[config.mk]
export PLATFORM = sky130hd
export DESIGN_NAME = mmu_seq_flat
export DESIGN_NICKNAME = d
export VERILOG_FILES = /design/src/rtl/mmu_seq_if.sv /design/src/rtl/mmu_seq.sv /design/src/flat_wrapper.sv
export SDC_FILE = /design/constraint.sdc
export NUM_CORES = 1
export LEC_CHECK = 0
export CORE_ASPECT_RATIO = 0.6
export CORE_MARGIN = 1
export CORE_UTILIZATION = 35
export CTS_BUF_LIST = sky130_fd_sc_hd__clkbuf_4
export DETAILED_ROUTE_END_ITERATION = 12
export PLACE_DENSITY = 0.81
export RECOVER_POWER = 25
export SLEW_MARGIN = 20
export SYNTH_ARGS = -nofsm -noshare
export SYNTH_HDL_FRONTEND = slang
export SYNTH_SLANG_ARGS = --single-unit
export TNS_END_PERCENT = 10
[constraint.sdc]
create_clock -name clk -period 2 [get_ports clk]
set_input_delay 0.2 -clock clk [delete_from_list [all_inputs] [get_ports clk]]
set_output_delay 0.2 -clock clk [all_outputs]
set_load 0.1 [all_outputs]
[src/rtl/mmu_seq_if.sv]
// Valid/ready sample stream used on both sides of mmu_seq.
// The upstream (slave) side carries no frame marker, so last is master-only.
interface mmu_seq_if #(parameter int BITWIDTH = 24);
  logic                valid;
  logic                ready;
  logic                last;
  logic [BITWIDTH-1:0] data;

  modport master (output valid, output data, output last, input ready);
  modport slave  (input valid, input data, output ready);
endinterface

[src/rtl/mmu_seq.sv]
// Frame sequencer for mmu_buf: fills 2**DEPTH locations linearly, then drains them.
// Optional bit-reversed drain order is built only when MMU_SEQ_BITREV_EN is defined.
//
// state   | meaning
// FILL    | accepting upstream samples into the buffer, wr_cnt = next address
// WAIT_RD | frame written, waiting for mmu_buf to become readable
// DRAIN   | presenting buffer contents downstream, rd_cnt = next read index
module mmu_seq #(
  parameter int BITWIDTH = 24,
  parameter int DEPTH    = 3,
  parameter int FCW      = 16
) (
  input  logic                clk,
  input  logic                rst_n,
  mmu_seq_if.slave            s,
  mmu_seq_if.master           m,
  input  logic                mode_bitrev,
  output logic                buf_wr_en,
  output logic [DEPTH-1:0]    buf_in_addr,
  output logic [BITWIDTH-1:0] buf_in_data,
  input  logic                buf_in_ready,
  output logic [DEPTH-1:0]    buf_out_addr,
  input  logic [BITWIDTH-1:0] buf_out_data,
  input  logic                buf_out_ready,
  output logic                busy,
  output logic [FCW-1:0]      frame_cnt
);

  typedef enum logic [1:0] {FILL, WAIT_RD, DRAIN} state_t;

  localparam logic [DEPTH-1:0] LAST_IDX = '1;

  state_t           state;
  logic [DEPTH-1:0] wr_cnt;
  logic [DEPTH-1:0] rd_cnt;
  logic             started;
  logic             accept;
  logic             m_fire;

  assign accept = s.valid & s.ready;
  assign m_fire = m.valid & m.ready;

  // The first sample of a frame must wait for mmu_buf to be back in IDLE.
  assign s.ready = started & (state == FILL) & ((wr_cnt != '0) | buf_in_ready);
  assign m.valid = (state == DRAIN);
  assign m.last  = (state == DRAIN) & (rd_cnt == LAST_IDX);
  assign m.data  = buf_out_data;
  assign busy    = ~((state == FILL) & (wr_cnt == '0));

`ifdef MMU_SEQ_BITREV_EN
  logic mode_q;

  function automatic logic [DEPTH-1:0] bit_rev(input logic [DEPTH-1:0] a);
    logic [DEPTH-1:0] r;
    for (int i = 0; i < DEPTH; i++) r[i] = a[DEPTH-1-i];
    return r;
  endfunction

  assign buf_out_addr = mode_q ? bit_rev(rd_cnt) : rd_cnt;
`else
  logic unused_mode;
  assign unused_mode  = mode_bitrev;
  assign buf_out_addr = rd_cnt;
`endif

  always_ff @(posedge clk or negedge rst_n) begin
    if (!rst_n) begin
      state       <= FILL;
      wr_cnt      <= '0;
      rd_cnt      <= '0;
      started     <= 1'b0;
      buf_wr_en   <= 1'b0;
      buf_in_addr <= '0;
      buf_in_data <= '0;
      frame_cnt   <= '0;
`ifdef MMU_SEQ_BITREV_EN
      mode_q      <= 1'b0;
`endif
    end else begin
      started   <= 1'b1;
      buf_wr_en <= accept;
      // Address/data hold on a stall: mmu_buf rewrites them every loading cycle.
      if (accept) begin
        buf_in_addr <= wr_cnt;
        buf_in_data <= s.data;
        wr_cnt      <= wr_cnt + 1'b1;
      end
`ifdef MMU_SEQ_BITREV_EN
      if (accept && (wr_cnt == '0)) mode_q <= mode_bitrev;
`endif
      case (state)
        FILL: begin
          if (accept && (wr_cnt == LAST_IDX)) state <= WAIT_RD;
        end
        WAIT_RD: begin
          if (buf_out_ready) state <= DRAIN;
        end
        DRAIN: begin
          if (m_fire) begin
            rd_cnt <= rd_cnt + 1'b1;
            if (rd_cnt == LAST_IDX) begin
              state     <= FILL;
              frame_cnt <= frame_cnt + 1'b1;
              wr_cnt    <= '0;
              rd_cnt    <= '0;
            end
          end
        end
        default: state <= FILL;
      endcase
    end
  end

endmodule

[src/flat_wrapper.sv]
// flat-port wrapper written by rule: the top's interface ports become plain ports
module mmu_seq_flat 
#(
  parameter int BITWIDTH = 24,
  parameter int DEPTH    = 3,
  parameter int FCW      = 16
)
  (clk, rst_n, mode_bitrev, buf_wr_en, buf_in_addr, buf_in_data, buf_in_ready, buf_out_addr, buf_out_data, buf_out_ready, busy, frame_cnt, s_valid, s_data, s_ready, m_valid, m_data, m_last, m_ready);
  mmu_seq_if #(.BITWIDTH(BITWIDTH)) s_i ();
  mmu_seq_if #(.BITWIDTH(BITWIDTH)) m_i ();
  input  logic clk;
  input  logic rst_n;
  input  logic mode_bitrev;
  output logic buf_wr_en;
  output logic [DEPTH-1:0] buf_in_addr;
  output logic [BITWIDTH-1:0] buf_in_data;
  input  logic buf_in_ready;
  output logic [DEPTH-1:0] buf_out_addr;
  input  logic [BITWIDTH-1:0] buf_out_data;
  input  logic buf_out_ready;
  output logic busy;
  output logic [FCW-1:0] frame_cnt;
  input wire logic [$bits(s_i.valid)-1:0] s_valid;
  input wire logic [$bits(s_i.data)-1:0] s_data;
  output wire logic [$bits(s_i.ready)-1:0] s_ready;
  output wire logic [$bits(m_i.valid)-1:0] m_valid;
  output wire logic [$bits(m_i.data)-1:0] m_data;
  output wire logic [$bits(m_i.last)-1:0] m_last;
  input wire logic [$bits(m_i.ready)-1:0] m_ready;
  assign s_i.valid = s_valid;
  assign s_i.data = s_data;
  assign s_ready = s_i.ready;
  assign m_valid = m_i.valid;
  assign m_data = m_i.data;
  assign m_last = m_i.last;
  assign m_i.ready = m_ready;
  mmu_seq #(.BITWIDTH(BITWIDTH), .DEPTH(DEPTH), .FCW(FCW)) u_core (.clk(clk), .rst_n(rst_n), .s(s_i), .m(m_i), .mode_bitrev(mode_bitrev), .buf_wr_en(buf_wr_en), .buf_in_addr(buf_in_addr), .buf_in_data(buf_in_data), .buf_in_ready(buf_in_ready), .buf_out_addr(buf_out_addr), .buf_out_data(buf_out_data), .buf_out_ready(buf_out_ready), .busy(busy), .frame_cnt(frame_cnt));
endmodule
==> impl_results.md, run 1 <==
* Placed Cells at about 340
* Worst setup SP type: flop
* Starting Density at 36.4%
* Placed Area at roughly 0.0031 mm2
* Core Footprint at 0.00671 mm2
* # DRC at 0
* CP Cell Sequence: inv_2 -> ha_4 -> or3b_4 -> and3_4 -> buf_12
* I/O Buffers at 80
* Register area share after synthesis at 54.3%
* Critical path type: reg -> out
* Post-synthesis mux area share at 13.4%
* Worst slew pin tran at between 1 and 1.5 ns
* # rows at 23
* R2R cell count at 6
* HP Start: buf_out_data[21]
* Most frequent cells in the layout: 55 x buf_4, 48 x dfrtp_1, 28 x clkdlybuf4s50_1, 26 x mux2_2, 16 x nand2_1
* Number of global-route vias before repair at 1452
* Crit path required time at between 1.5 and 2 ns
* Netlist Area Pre-Place at 0.00244 mm2
* Non-filler cells in the finished layout at approximately 350
* Antenna violations before repair at 0
* CTS root buf: clkbuf_4
* Post-detailed-route wirelength per cell at 13.1 um
* Critical-path top delay cell: dfrtp_1
* Final instance area at roughly 0.0032 mm2
* Post-synthesis register bit count at 53
* Worst Hold Path Cells at 0
* Max-Cap Viols at 0
* DR vias/cell at about 4.6
* Period minus WS final at 1.94 ns
* First-pass GRT wire length at ~7000 um
* Setup crit start: u_core.wr_cnt[0]
* Maximum number of pins on one net before global-route repair at 30
* Drt first pass iters at 4
* DR iter-0 viols at 33
* Most common cell after layout, fill and taps aside: buf_4
* Mean Syn Cell Area at 12.8 um2
* Synth Area in Simple Gates at 12.2%
* Routed met2 length at between 2000 and 2500 um
* Critical path's top delay family: simple AND/OR/NAND/NOR gates
* Period utilization at 97.1%
* Synthesized-area fraction occupied by adder cells at 3.08%
* Worst Path Max Fanout at 2
* Hold Vio Cnt, Final at 0
* Global route total overflow at 0
* CP Capture Type: output port
* Synth warnings at 0
* Setup-failing EPs final at 0
* Via count at 1613
* Nets at 321
* Clock latency on the worst-skew pair at 0.36 ns
* CTS Buf Count at 5
* Final Util at 48.3%
* Buf/Inv on CP at 2
* Detailed Route WL at roughly 4600 um
* Top routing layer used: met4
* Die X at 110 um
* Synth Area in XOR/XNOR at roughly 5.7%
* Routed wl met3 at 361 um
* Gr usage total at 12.6%
* Fmax at slightly above 500 MHz
* Die height at 66.7 um
* Post-detail-place hpwl at 3480 um
* Syn nets at 251
* Slew margin rel. at 6.88%
* Launch point of the worst reg-to-reg path: u_core.wr_cnt[0]
* Final Max Tran Viols at 0
* I/O pin total at between 100 and 150
* Worst Skew at 0.00671 ns
* Worst stage delay on the critical path at 0.42 ns
* CTS Buffer Depth at 2
* Clock sink count at 53
* CP Data Arrival Time at 1.74 ns
* Max H-tree Level at 2
* GPL Wtd Cong at 0.736
* Synth Instances at 190
* Netlist cell types at 31
* Fill count at 637
* Compound-Gate Fraction of Synth Area at 1.23%
* Levels on crit path at 5
* Wl on met1 at 2170 um
* CTS tree: yes
* Run status: finished clean
* ANT nets after route at 0
* Clock-pin slew on the worst setup and hold paths at 0.14 ns
* Worst min path class: in -> out
* Largest family of logic cells by synthesized area: multiplexers
* Layout cells sized above 1 at a little over two fifths
* Die area at 0.00732 mm2
* Area grow syn2layout at 32.7%
==> synth_stat cells <==
| master | instances | area share (%) |
|---|---|---|
| conb_1 | 1 | 0.15 |
| nand3_1 | 4 | 0.82 |
| and2b_2 | 1 | 0.36 |
| mux2_4 | 1 | 0.61 |
| xnor2_1 | 13 | 4.7 |
| and3_2 | 1 | 0.31 |
| mux2i_1 | 2 | 0.82 |
| and4b_2 | 1 | 0.46 |
| mux2_2 | 26 | 12 |
| buf_4 | 25 | 7.7 |
| nor3b_1 | 1 | 0.31 |
| dfrtp_1 | 53 | 54 |
| nand4_1 | 6 | 1.5 |
| and2_1 | 2 | 0.51 |
| ha_1 | 6 | 3.1 |
| a21o_1 | 2 | 0.61 |
| clkbuf_8 | 3 | 1.7 |
| nand4_4 | 1 | 0.87 |
| nor4_2 | 1 | 0.51 |
| nor2_1 | 8 | 1.2 |
| inv_1 | 2 | 0.31 |
| inv_2 | 1 | 0.15 |
| xor2_1 | 3 | 1.1 |
| nor3_1 | 1 | 0.20 |
| nand3b_1 | 1 | 0.31 |
| nand2_1 | 16 | 2.5 |
| and3_1 | 2 | 0.51 |
| o21ai_0 | 3 | 0.61 |
| or3b_4 | 1 | 0.46 |
| and4_1 | 1 | 0.36 |
| nand4b_4 | 1 | 0.97 |
==> what timing repair did <==
| item | 4_1_cts | 5_1_grt |
|---|---|---|
| setup endpoints to repair | 2 | 3 |
| hold buffers | 1 | 0 |
| pin swaps | 0 | 0 |
| endpoints found under the hold margin | 24 | 0 |
| gates resized for setup | 3 | 4 |
| buffers inserted | 1 | 3 |
| cloned | 0 | 0 |
==> flip-flops by register name, indices dropped and copies added, names as in the netlist <==
name	flops
u_core.frame_cnt	16
u_core.state	2
u_core.wr_cnt	3
u_core.buf_out_addr	3
u_core.buf_wr_en	1
u_core.buf_in_addr	3
u_core.buf_in_data	24
u_core.started	1
==> layout make-up <==
cell class | count | area (um2) | area share, %
sequential | 53 | 1340 | 41.3
multi-input combinational | 106 | 902 | 27.8
timing repair buffer | 91 | 827 | 25.5
tap | 87 | 109 | 3.36
clock buffer | 5 | 37.5 | 1.16
clock inverter | 3 | 12.5 | 0.386
inverter | 3 | 11.3 | 0.348
antenna | 1 | 2.50 | 0.0772
==> through the flow <==
| step | TNS, ns | setup WS (ns) | hold slack (ns) |
|---|---|---|---|
| CTS | -0.0120 | -0.0120 | 0.360 |
| floorplan | -0.0860 | -0.0328 | -0.0956 |
| finish | 0 | 0.0589 | 0.400 |
| global placement | 0 | 0.138 | 0.226 |
| detailed placement | 0 | 0.0725 | 0.232 |
| global route | -0.00969 | -0.00969 | 0.400 |
==> final timing paths <==
path,to,slack [ns]
max,s_ready,0.06
min,m_data[21],0.40
max reg2reg,u_core.buf_in_data[15],0.17
min reg2reg,u_core.frame_cnt[15],0.49
max in group asynchronous,u_core.buf_out_addr[1],0.50
min in group asynchronous,u_core.buf_in_data[12],0.68
==> per-layer routing <==
metal / vias to the layer above / GRT usage [%]
li1: 761 / -
met5: - / 0
met1: 790 / 17.4
met2: 57 / 18.0
met3: 5 / 5.28
met4: 0 / 3.00
==> logic make-up after synthesis <==
logic type | after synthesis
simple gates | 49
fa+ha+maj | 6
other cells | 1
mux | 29
compound gates | 5
xor+xnor | 16
buf+inv | 31
flops | 53
Power of run 1 is left out: the tool's default activity adds up to more than one toggle a clock period on the data nets, which glitch-free logic cannot reach.
==> run 2, diff against run 1 <==
--- a/config.mk
+++ b/config.mk
@@ -9,6 +9,7 @@
 export CORE_MARGIN = 1
 export CORE_UTILIZATION = 35
 export CTS_BUF_LIST = sky130_fd_sc_hd__clkbuf_4
+export CTS_CLUSTER_SIZE = 12
 export DETAILED_ROUTE_END_ITERATION = 12
 export PLACE_DENSITY = 0.81
 export RECOVER_POWER = 25
==> results of run 2 <==
Same layout as run 1: the final DEF is identical, and so are final timing and power.
Power of run 2 is left out for the same reason.
